<file path="src/rtl/mosquito_pkg.sv">
// Shared constants for the mosquito sprite renderer: screen size, sprite size,
// texel codes, RGB444 palette and the two 16x16 sprite bitmaps.
package mosquito_pkg;

   localparam int SCREEN_W    = 640;
   localparam int SCREEN_H    = 480;
   localparam int SPRITE_SIZE = 16;

   typedef enum logic [1:0] {
      TEX_CLEAR = 2'd0,
      TEX_BODY  = 2'd1,
      TEX_WING  = 2'd2,
      TEX_EYE   = 2'd3
   } texel_e;

   localparam logic [11:0] RGB_BODY = 12'h432;
   localparam logic [11:0] RGB_WING = 12'hADF;
   localparam logic [11:0] RGB_EYE  = 12'hF00;

   // One row per word; column 0 sits in the two most significant bits.
   function automatic logic [31:0] sprite_row(input logic phase, input logic [3:0] row);
      logic [31:0] r;
      r = '0;
      if (!phase) begin
         case (row)
            4'd1:    r = 32'h0A0000A0;
            4'd2:    r = 32'h2A8002A8;
            4'd3:    r = 32'h2AA00AA8;
            4'd4:    r = 32'h0AA82AA0;
            4'd5:    r = 32'h00A96A00;
            4'd6:    r = 32'h00055000;
            4'd7:    r = 32'h00355C00;
            4'd8:    r = 32'h00055000;
            4'd9:    r = 32'h00014000;
            4'd10:   r = 32'h00014000;
            4'd11:   r = 32'h00041000;
            4'd12:   r = 32'h00100400;
            4'd13:   r = 32'h00400100;
            default: r = '0;
         endcase
      end else begin
         case (row)
            4'd5:    r = 32'h00055000;
            4'd6:    r = 32'h00055000;
            4'd7:    r = 32'h00355C00;
            4'd8:    r = 32'h0AA55AA0;
            4'd9:    r = 32'h2AA96AA8;
            4'd10:   r = 32'h2AA14AA8;
            4'd11:   r = 32'h0A8412A0;
            4'd12:   r = 32'h00100400;
            4'd13:   r = 32'h00400100;
            default: r = '0;
         endcase
      end
      return r;
   endfunction

   // addr = {flap_phase, row[3:0], col[3:0]}
   function automatic logic [1:0] sprite_texel(input logic [8:0] addr);
      logic [31:0] r;
      r = sprite_row(addr[8], addr[7:4]);
      return r[{~addr[3:0], 1'b0} +: 2];
   endfunction

   function automatic logic [11:0] texel_rgb(input logic [1:0] t);
      logic [11:0] c;
      case (t)
         TEX_BODY: c = RGB_BODY;
         TEX_WING: c = RGB_WING;
         TEX_EYE:  c = RGB_EYE;
         default:  c = 12'h000;
      endcase
      return c;
   endfunction

endpackage

</file>
<file path="src/rtl/mosquito_sprite_rom.sv">
// Synchronous-read sprite ROM: address {flap_phase, row, col}, 2-bit texel,
// one cycle of read latency.
module mosquito_sprite_rom
   import mosquito_pkg::*;
(
   input  logic       clk_i,
   input  logic       rst_n_i,
   input  logic [8:0] addr_i,
   output logic [1:0] data_o
);

   logic [1:0] data_q;

   always_ff @(posedge clk_i or negedge rst_n_i) begin
      if (!rst_n_i) begin
         data_q <= '0;
      end else begin
         data_q <= sprite_texel(addr_i);
      end
   end

   assign data_o = data_q;

endmodule

</file>
<file path="src/rtl/mosquito_sprite_renderer.sv">
// Two-stage sprite renderer for NUM_MOSQ mosquito slots with per-frame shadow
// registers. Define MOSQUITO_FLAP_EN to enable the frame counter and wing-flap bitmap.
module mosquito_sprite_renderer
   import mosquito_pkg::*;
#(
   parameter int  NUM_MOSQ    = 2,
   parameter int  COORD_W     = 10,
   parameter int  SPRITE_SIZE = mosquito_pkg::SPRITE_SIZE,
   parameter int  FLAP_FRAMES = 8,
   localparam int ID_W        = (NUM_MOSQ > 1) ? $clog2(NUM_MOSQ) : 1
) (
   input  logic                        clk25,
   input  logic                        reset_n,
   input  logic                        frame_start,
   input  logic                        video_on,
   input  logic [COORD_W-1:0]          pixel_x,
   input  logic [COORD_W-1:0]          pixel_y,
   input  logic [NUM_MOSQ*COORD_W-1:0] mosquito_x_flat,
   input  logic [NUM_MOSQ*COORD_W-1:0] mosquito_y_flat,
   input  logic [NUM_MOSQ-1:0]         mosquito_alive_flat,
   output logic                        pixel_on,
   output logic [11:0]                 pixel_rgb,
   output logic [ID_W-1:0]             pixel_id
);

   localparam int DW = COORD_W + 1;

   // ---------------- shadow registers ----------------
   logic [NUM_MOSQ*COORD_W-1:0] shadow_x_q, shadow_y_q;
   logic [NUM_MOSQ-1:0]         shadow_alive_q;

   always_ff @(posedge clk25 or negedge reset_n) begin
      if (!reset_n) begin
         shadow_x_q     <= '0;
         shadow_y_q     <= '0;
         shadow_alive_q <= '0;
      end else if (frame_start) begin
         shadow_x_q     <= mosquito_x_flat;
         shadow_y_q     <= mosquito_y_flat;
         shadow_alive_q <= mosquito_alive_flat;
      end
   end

   // ---------------- wing-flap phase ----------------
   logic flap_phase;

`ifdef MOSQUITO_FLAP_EN
   localparam int CNT_W = (FLAP_FRAMES > 1) ? $clog2(FLAP_FRAMES) : 1;

   logic [CNT_W-1:0] frame_cnt_q, frame_cnt_d;
   logic             flap_q, flap_d;

   always_comb begin
      frame_cnt_d = frame_cnt_q;
      flap_d      = flap_q;
      if (frame_start) begin
         if (frame_cnt_q == CNT_W'(FLAP_FRAMES - 1)) begin
            frame_cnt_d = '0;
            flap_d      = ~flap_q;
         end else begin
            frame_cnt_d = frame_cnt_q + 1'b1;
         end
      end
   end

   always_ff @(posedge clk25 or negedge reset_n) begin
      if (!reset_n) begin
         frame_cnt_q <= '0;
         flap_q      <= 1'b0;
      end else begin
         frame_cnt_q <= frame_cnt_d;
         flap_q      <= flap_d;
      end
   end

   assign flap_phase = flap_q;
`else
   assign flap_phase = 1'b0;
`endif

   // ---------------- stage 1: range compare and ROM address ----------------
   logic [NUM_MOSQ-1:0][DW-1:0] dx, dy;
   logic [NUM_MOSQ-1:0][8:0]    rom_addr;
   logic [NUM_MOSQ-1:0]         cover_d, cover_q;
   logic                        visible_d, visible_q;

   // The extra top bit of dx/dy is the borrow: a pixel left of or above the
   // sprite origin can never alias into the sprite window.
   always_comb begin
      for (int i = 0; i < NUM_MOSQ; i++) begin
         dx[i]       = {1'b0, pixel_x} - {1'b0, shadow_x_q[i*COORD_W +: COORD_W]};
         dy[i]       = {1'b0, pixel_y} - {1'b0, shadow_y_q[i*COORD_W +: COORD_W]};
         cover_d[i]  = shadow_alive_q[i]
                       && !dx[i][COORD_W] && !dy[i][COORD_W]
                       && (dx[i] < DW'(SPRITE_SIZE)) && (dy[i] < DW'(SPRITE_SIZE));
         rom_addr[i] = {flap_phase, dy[i][3:0], dx[i][3:0]};
      end
   end

   assign visible_d = video_on
                      && (32'(pixel_x) < 32'(SCREEN_W))
                      && (32'(pixel_y) < 32'(SCREEN_H));

   always_ff @(posedge clk25 or negedge reset_n) begin
      if (!reset_n) begin
         cover_q   <= '0;
         visible_q <= 1'b0;
      end else begin
         cover_q   <= cover_d;
         visible_q <= visible_d;
      end
   end

   logic [NUM_MOSQ-1:0][1:0] texel;

   for (genvar g = 0; g < NUM_MOSQ; g++) begin : g_rom
      mosquito_sprite_rom u_rom (
         .clk_i   (clk25),
         .rst_n_i (reset_n),
         .addr_i  (rom_addr[g]),
         .data_o  (texel[g])
      );
   end

   // ---------------- stage 2: priority and palette ----------------
   logic            hit_d, pixel_on_q;
   logic [ID_W-1:0] id_d, pixel_id_q;
   logic [1:0]      tex_d;
   logic [11:0]     rgb_d, pixel_rgb_q;

   // Walk from the highest slot down so the lowest opaque slot is the last writer.
   always_comb begin
      hit_d = 1'b0;
      id_d  = '0;
      tex_d = TEX_CLEAR;
      for (int i = NUM_MOSQ - 1; i >= 0; i--) begin
         if (visible_q && cover_q[i] && (texel[i] != TEX_CLEAR)) begin
            hit_d = 1'b1;
            id_d  = ID_W'(i);
            tex_d = texel[i];
         end
      end
      rgb_d = hit_d ? texel_rgb(tex_d) : 12'h000;
   end

   always_ff @(posedge clk25 or negedge reset_n) begin
      if (!reset_n) begin
         pixel_on_q  <= 1'b0;
         pixel_rgb_q <= '0;
         pixel_id_q  <= '0;
      end else begin
         pixel_on_q  <= hit_d;
         pixel_rgb_q <= rgb_d;
         pixel_id_q  <= id_d;
      end
   end

   assign pixel_on  = pixel_on_q;
   assign pixel_rgb = pixel_rgb_q;
   assign pixel_id  = pixel_id_q;

endmodule

</file>
<file path="config.mk">
export PLATFORM = sky130hd
export DESIGN_NAME = mosquito_sprite_renderer
export DESIGN_NICKNAME = d
export VERILOG_FILES = /design/src/rtl/mosquito_pkg.sv /design/src/rtl/mosquito_sprite_rom.sv /design/src/rtl/mosquito_sprite_renderer.sv
export SDC_FILE = /design/constraint.sdc
export NUM_CORES = 1
export LEC_CHECK = 0
export ABC_CLOCK_PERIOD_IN_PS = 2950
export CORE_MARGIN = 3
export CORE_UTILIZATION = 25
export CTS_CLUSTER_DIAMETER = 120
export CTS_CLUSTER_SIZE = 30
export DETAILED_ROUTE_END_ITERATION = 16
export GPL_ROUTABILITY_DRIVEN = 0
export PLACE_DENSITY_LB_ADDON = 0.08
export SYNTH_ARGS = -nofsm -noshare
export SYNTH_HDL_FRONTEND = slang
export SYNTH_SLANG_ARGS = --single-unit
</file>
<file path="constraint.sdc">
create_clock -name clk25 -period 2.95 [get_ports clk25]
set_input_delay 0.4425 -clock clk25 [delete_from_list [all_inputs] [get_ports clk25]]
set_output_delay 0.4425 -clock clk25 [all_outputs]
set_load 0.02 [all_outputs]
</file>
Yosys cells after proc, flatten, opt, wreduce, memory -nomap -nowiden

Memory sizes are Yosys's and may differ from the RTL's.
Cells that the tools add are included.

Bitwise operators: 2
Reduce and logical (&&, ||, !) cells: 20
$add $sub $neg: 4
Multiplexer cells: 7
Magnitude comparators: 6
Shifts and indexed selects: 2
Equality and inequality tests: 3
Divide/modulo/power cells: 0
Multipliers: 0

Operator list:

| kind                                                                          | count |
|---|---|
| 32-bit by 6-bit variable part select with 2-bit output                        | 2 |
| 11-bit by 5-bit less-than comparator with 1-bit output, second input constant | 4 |
| 10-bit by 10-bit subtractor with 11-bit output                                | 4 |
| 12-bit case mux with 3 select lines                                           | 1 |
| 1-bit logical AND                                                             | 14 |
| 12-bit two-way mux                                                            | 1 |
| 10-bit less-than comparator, second input constant                            | 1 |
| 10-bit by 9-bit less-than comparator with 1-bit output, second input constant | 1 |
| 4-bit NOT                                                                     | 2 |
| 2-bit == test, second input constant                                          | 2 |
| 1-bit logical NOT                                                             | 4 |
| 2-bit two-way mux                                                             | 2 |
| 2-bit nonzero test                                                            | 2 |
| 1-bit two-way mux                                                             | 3 |
| 2-bit by 1-bit == test with 1-bit output, second input constant               | 1 |

ROM bits: 640
Memory bits (writable): 0
Memories kept: 2
Bits of input ports: 66
Register bits: 63
Output and inout port bits: 14
Bits in latches: 0
Logic and storage cells: 56

Memories:

| memory           | words | width | read ports | clocked after memory_dff | wr ports | line               | text |
|---|---|---|---|---|---|---|---|
| (name not given) | 16    | 20    | 1          | 0                        | 0        | mosquito_pkg.sv:25 | `case (row)` |
| (name not given) | 16    | 20    | 1          | 0                        | 0        | mosquito_pkg.sv:25 |  |

Longest topological paths before layout

Depth in word-level cells: 7
Depth in mapped cells: 11
Gate-level depth less buffers: 11

Cells and area by module

Synthesis repeated with hierarchy kept, for this count alone.

Cell total of the unflattened synthesis: 601
Area total of the unflattened synthesis: 5121.2 um^2

Modules (own cells, without submodules):

| module                   | area each (um^2) | cells each | seq. area each (um^2) | instances |
|---|---|---|---|---|
| mosquito_sprite_renderer | 4012.6           | 467        | 1326.3                | 1 |
| mosquito_sprite_rom      | 554.3            | 67         | 50.0                  | 2 |

Worst setup path after synthesis

Ideal clock, no wire load.

Path type: input-to-reg
Start: input port pixel_y[0]
End: register g_rom[1].u_rom.data_q[0]
Library setup time: 69 ps
Stages: 10
Arrival: 2614 ps
Path buffers: 0
Data required time: 2881 ps
Setup slack: 266 ps
Cells stage by stage: inv_1 -> ha_1 -> fa_1 -> inv_1 -> ha_1 -> or3b_1 -> a211o_1 -> a311oi_2 -> a22oi_1 -> nand3_1

Cells in the longest elaborated chain, start to end: 3

Ends and longest elaborated chain:

| element                                                | line                           | text |
|---|---|---|
| start, declared                                        | mosquito_sprite_renderer.sv:17 | `input logic [COORD_W-1:0] pixel_y,` |
| 10-bit by 10-bit subtractor with 11-bit output         | mosquito_sprite_renderer.sv:92 | `dy[i] = {1'b0, pixel_y} - {1'b0, shadow_y_q[i*COORD_W +: COORD_W]};` |
| memory 16 x 20 bit                                     | n/a                            |  |
| 32-bit by 6-bit variable part select with 2-bit output | mosquito_pkg.sv:62             | `return r[{~addr[3:0], 1'b0} +: 2];` |
| end signal, assigned                                   | mosquito_sprite_rom.sv:18      | `data_q <= sprite_texel(addr_i);` |
| end, declared                                          | mosquito_sprite_rom.sv:12      | `logic [1:0] data_q;` |

Every way passes these cells.
A chain may end at the register's enable or synchronous reset.

Worst setup path after layout

Ends and elaborated chain as after synthesis.

==> qor.txt <==
DIE WIDTH = 143 µm
Unique masters post-synth = 66
Initial core utilization = 25.8%
Final Hold Fails = 0
Post-synth top area share = 30.2%
Fill count = 1864
Clock transition at path regs = 0.05 ns
Outcome = finished clean
Max-Cap Viols = 0
CTS buffer count = 9
First-pass GRT wire length = 22600 µm
Static Leak = 2.95 nW
Hpwl dp = 11200 µm
Leading cell type by number of instances after synthesis = ha_1
Gr ovfl total = 0
Crit. End Element = flip-flop
Detail Route Antenna Nets = 0
Port Buf Inserts = 79
Post-synth EDFFs = 0
Async SR Flop Fraction = 100%
Vias in the first global route = 4329
Fin. max-slew vios = 0
Vias = 4284
Syn_area_per_cell = 8.55 µm²
Setup tns final = 0 ns
Filler-free cell count of the finished design = 916
Die H = 143 µm
Syn Inst Count = 552
Post-synth top cells = ha_1 (58), dfrtp_1 (57), inv_1 (57), o21ai_0 (56), nand2_1 (54)
Row cnt = 49
Slew at the pin closest to its max-slew limit = 0.745 ns
Cells after DPL = 901
Synth Net Count = 680
Core area = 18300 µm²
Critical Path Fanout Max = 4
Die footprint = 20600 µm²
FF-to-FF setup slack = 0.41 ns
CP Class = in -> reg
Final setup skew = 0.00687 ns
Drt pass-1 iters = 4
PwrDens = 502 nW/µm²
# Post-CTS Setup Buffers = 0
Peak VDD IR = 0.281 mV
Post-layout nets = 811
CTS root buf = clkbuf_16
Drt wl/cell = 15.0 µm
Largest net degree at the start of global routing = 31
# IOs = 80
Slew margin rel. = 50.4%
Worst min path class = in -> async
Critical Path Source Type = primary input
Starting DRT DRC Count = 269
H-tree depth = 3
Synth warn = 0
Fraction of the cycle the final worst path needs = 94.3%
Clk buf depth = 2
Top FF cell, synth = dfrtp_1
PnR worst setup slack = 0.167 ns
Worst path arrival time = 3.05 ns
Initial antenna violation count = 0
CTS tree = built
Fmax = 359 MHz
Layout cell share with drive strength beyond 1 = 14.8%
Yosys top cell by area = dfrtp_1
Final setup viols = 0
Seq cells post-synth = 57
Placement Setup Slack = -0.197 ns
Final core utilization = 35.3%
Cell area after synthesis = 4720 µm²
Seq/Total Area, Yosys = 30.2%
RSZ-0062 raised after global routing = false
Syn-to-layout area delta = 36.4%
Min cycle time layout = 2.78 ns
Antenna diode count = 0
Clk_lat worst skew = 0.34 ns
Ranking of synthesized cells by area = dfrtp_1 (30%), ha_1 (15%), o21ai_0 (5.9%)
Tot GR Track Use = 14.0%
Drt total wl = 13700 µm
Critical path required time = 3.22 ns
DRC Markers = 0
Clk sinks = 57
Vias per cell = 4.68
[path summary, 6_finish.rpt]
path	startpoint	cells past startpoint	endpoint
max in group asynchronous	reset_n	2	shadow_y_q[6]$_DFFE_PN0P_
worst max-delay path	pixel_y[0]	11	g_rom[1].u_rom.data_o[0]$_DFF_PN0_
worst min register to register	shadow_x_q[0]$_DFFE_PN0P_	1	shadow_x_q[0]$_DFFE_PN0P_
worst min-delay path	reset_n	1	pixel_rgb[5]$_DFF_PN0_
min in group clk25	frame_start	3	shadow_y_q[8]$_DFFE_PN0P_
worst max register to register	shadow_y_q[10]$_DFFE_PN0P_	9	g_rom[1].u_rom.data_o[0]$_DFF_PN0_
[power by group]
group | switching (W) | internal (W)
clock | 0.000375 | 0.000579
combinational | 0.000720 | 0.000658
sequential | 0.0000406 | 0.000859
[kinds of logic (layout without fill, tap and decap cells)]
family,after synthesis,in the layout,synth area share [%]
AOI/OAI and AO/OA,156,156,21.4
adders and majority gates,62,62,17.1
DFF,57,57,30.2
muxes,18,18,4.80
xor gates and xnor gates,17,17,3.47
and+or+nand+nor,162,162,16.2
buffers and inverters,80,215,6.86
[worst max-delay path, stage by stage]
cell and delay (ns):
clkdlybuf4s50_1 0.46, inv_1 0.06, ha_1 0.22, fa_1 0.45
inv_1 0.10, ha_1 0.20, or3b_1 0.35, a211o_1 0.31
a311oi_2 0.27, a22oi_1 0.10, nand3_1 0.10
[area by class of cell]
type | instances | area, µm² | area share, %
clock inverter | 4 | 20.0 | 0.311
timing repair buffer | 141 | 1260 | 19.5
clock buffer | 11 | 243 | 3.77
sequential | 57 | 1430 | 22.1
tap | 229 | 287 | 4.45
inverter | 59 | 221 | 3.44
multi-input combinational | 415 | 2990 | 46.3
[per-stage QoR]
| step | power [W] | hold WS (ns) | area, µm² |
|---|---|---|---|
| floorplan | 0.00174 | 0.147 | 4720 |
| global placement | 0.00227 | 0.497 | 6160 |
| detailed placement | 0.00228 | 0.501 | 6160 |
| CTS | 0.00327 | 0.197 | 6430 |
| global route | 0.00347 | 0.236 | 6440 |
| finish | 0.00323 | 0.174 | 6440 |
[registers in the layout (all words and copies together) (netlist names)]
name,count
shadow_x_q,20
pixel_id,1
shadow_alive_q,2
shadow_y_q,20
visible_q,1
pixel_on,1
cover_q,2
g_rom.u_rom.data_o,4
pixel_rgb,6
[cells in the final DEF (no fill, tap or decap), types with 3 or more instances in the layout]
master and instances:
clkdlybuf4s50_1 77, buf_4 61, ha_1 58, inv_1 57, dfrtp_1 57, o21ai_0 56, nand2_1 54, nor2_1 40
a21oi_1 29, nand3_1 15, nand2b_1 13, clkbuf_16 9, xor2_1 8, mux2i_1 8, nor2b_1 7, nor3_1 7
mux2_2 7, o21a_1 7, xnor2_1 6, o211ai_1 5, a22oi_1 5, and2_1 5, a21o_1 5, a211oi_1 4
a31oi_1 4, o22ai_1 4, nand4_1 4, fa_1 4, clkinv_2 4, or2_2 3, a32o_1 3, mux4_2 3
o2111ai_1 3, a211o_1 3, nor4_1 3
[per-layer routing]
metal  track usage [%]  share of wire, %  vias to the layer above
met5                 0                 0                        -
met1              19.9                50                     1961
met3              3.19               4.6                       18
met4              5.50               2.4                        0
met2              20.7                43                      101
li1                  -                 -                     2204
[what timing repair did]
action | in CTS | in global routing
setup endpoints to repair | 0 | 2
resized for setup | 0 | 3
hold buffers | 0 | 0
(Power assumes the default switching activity.)
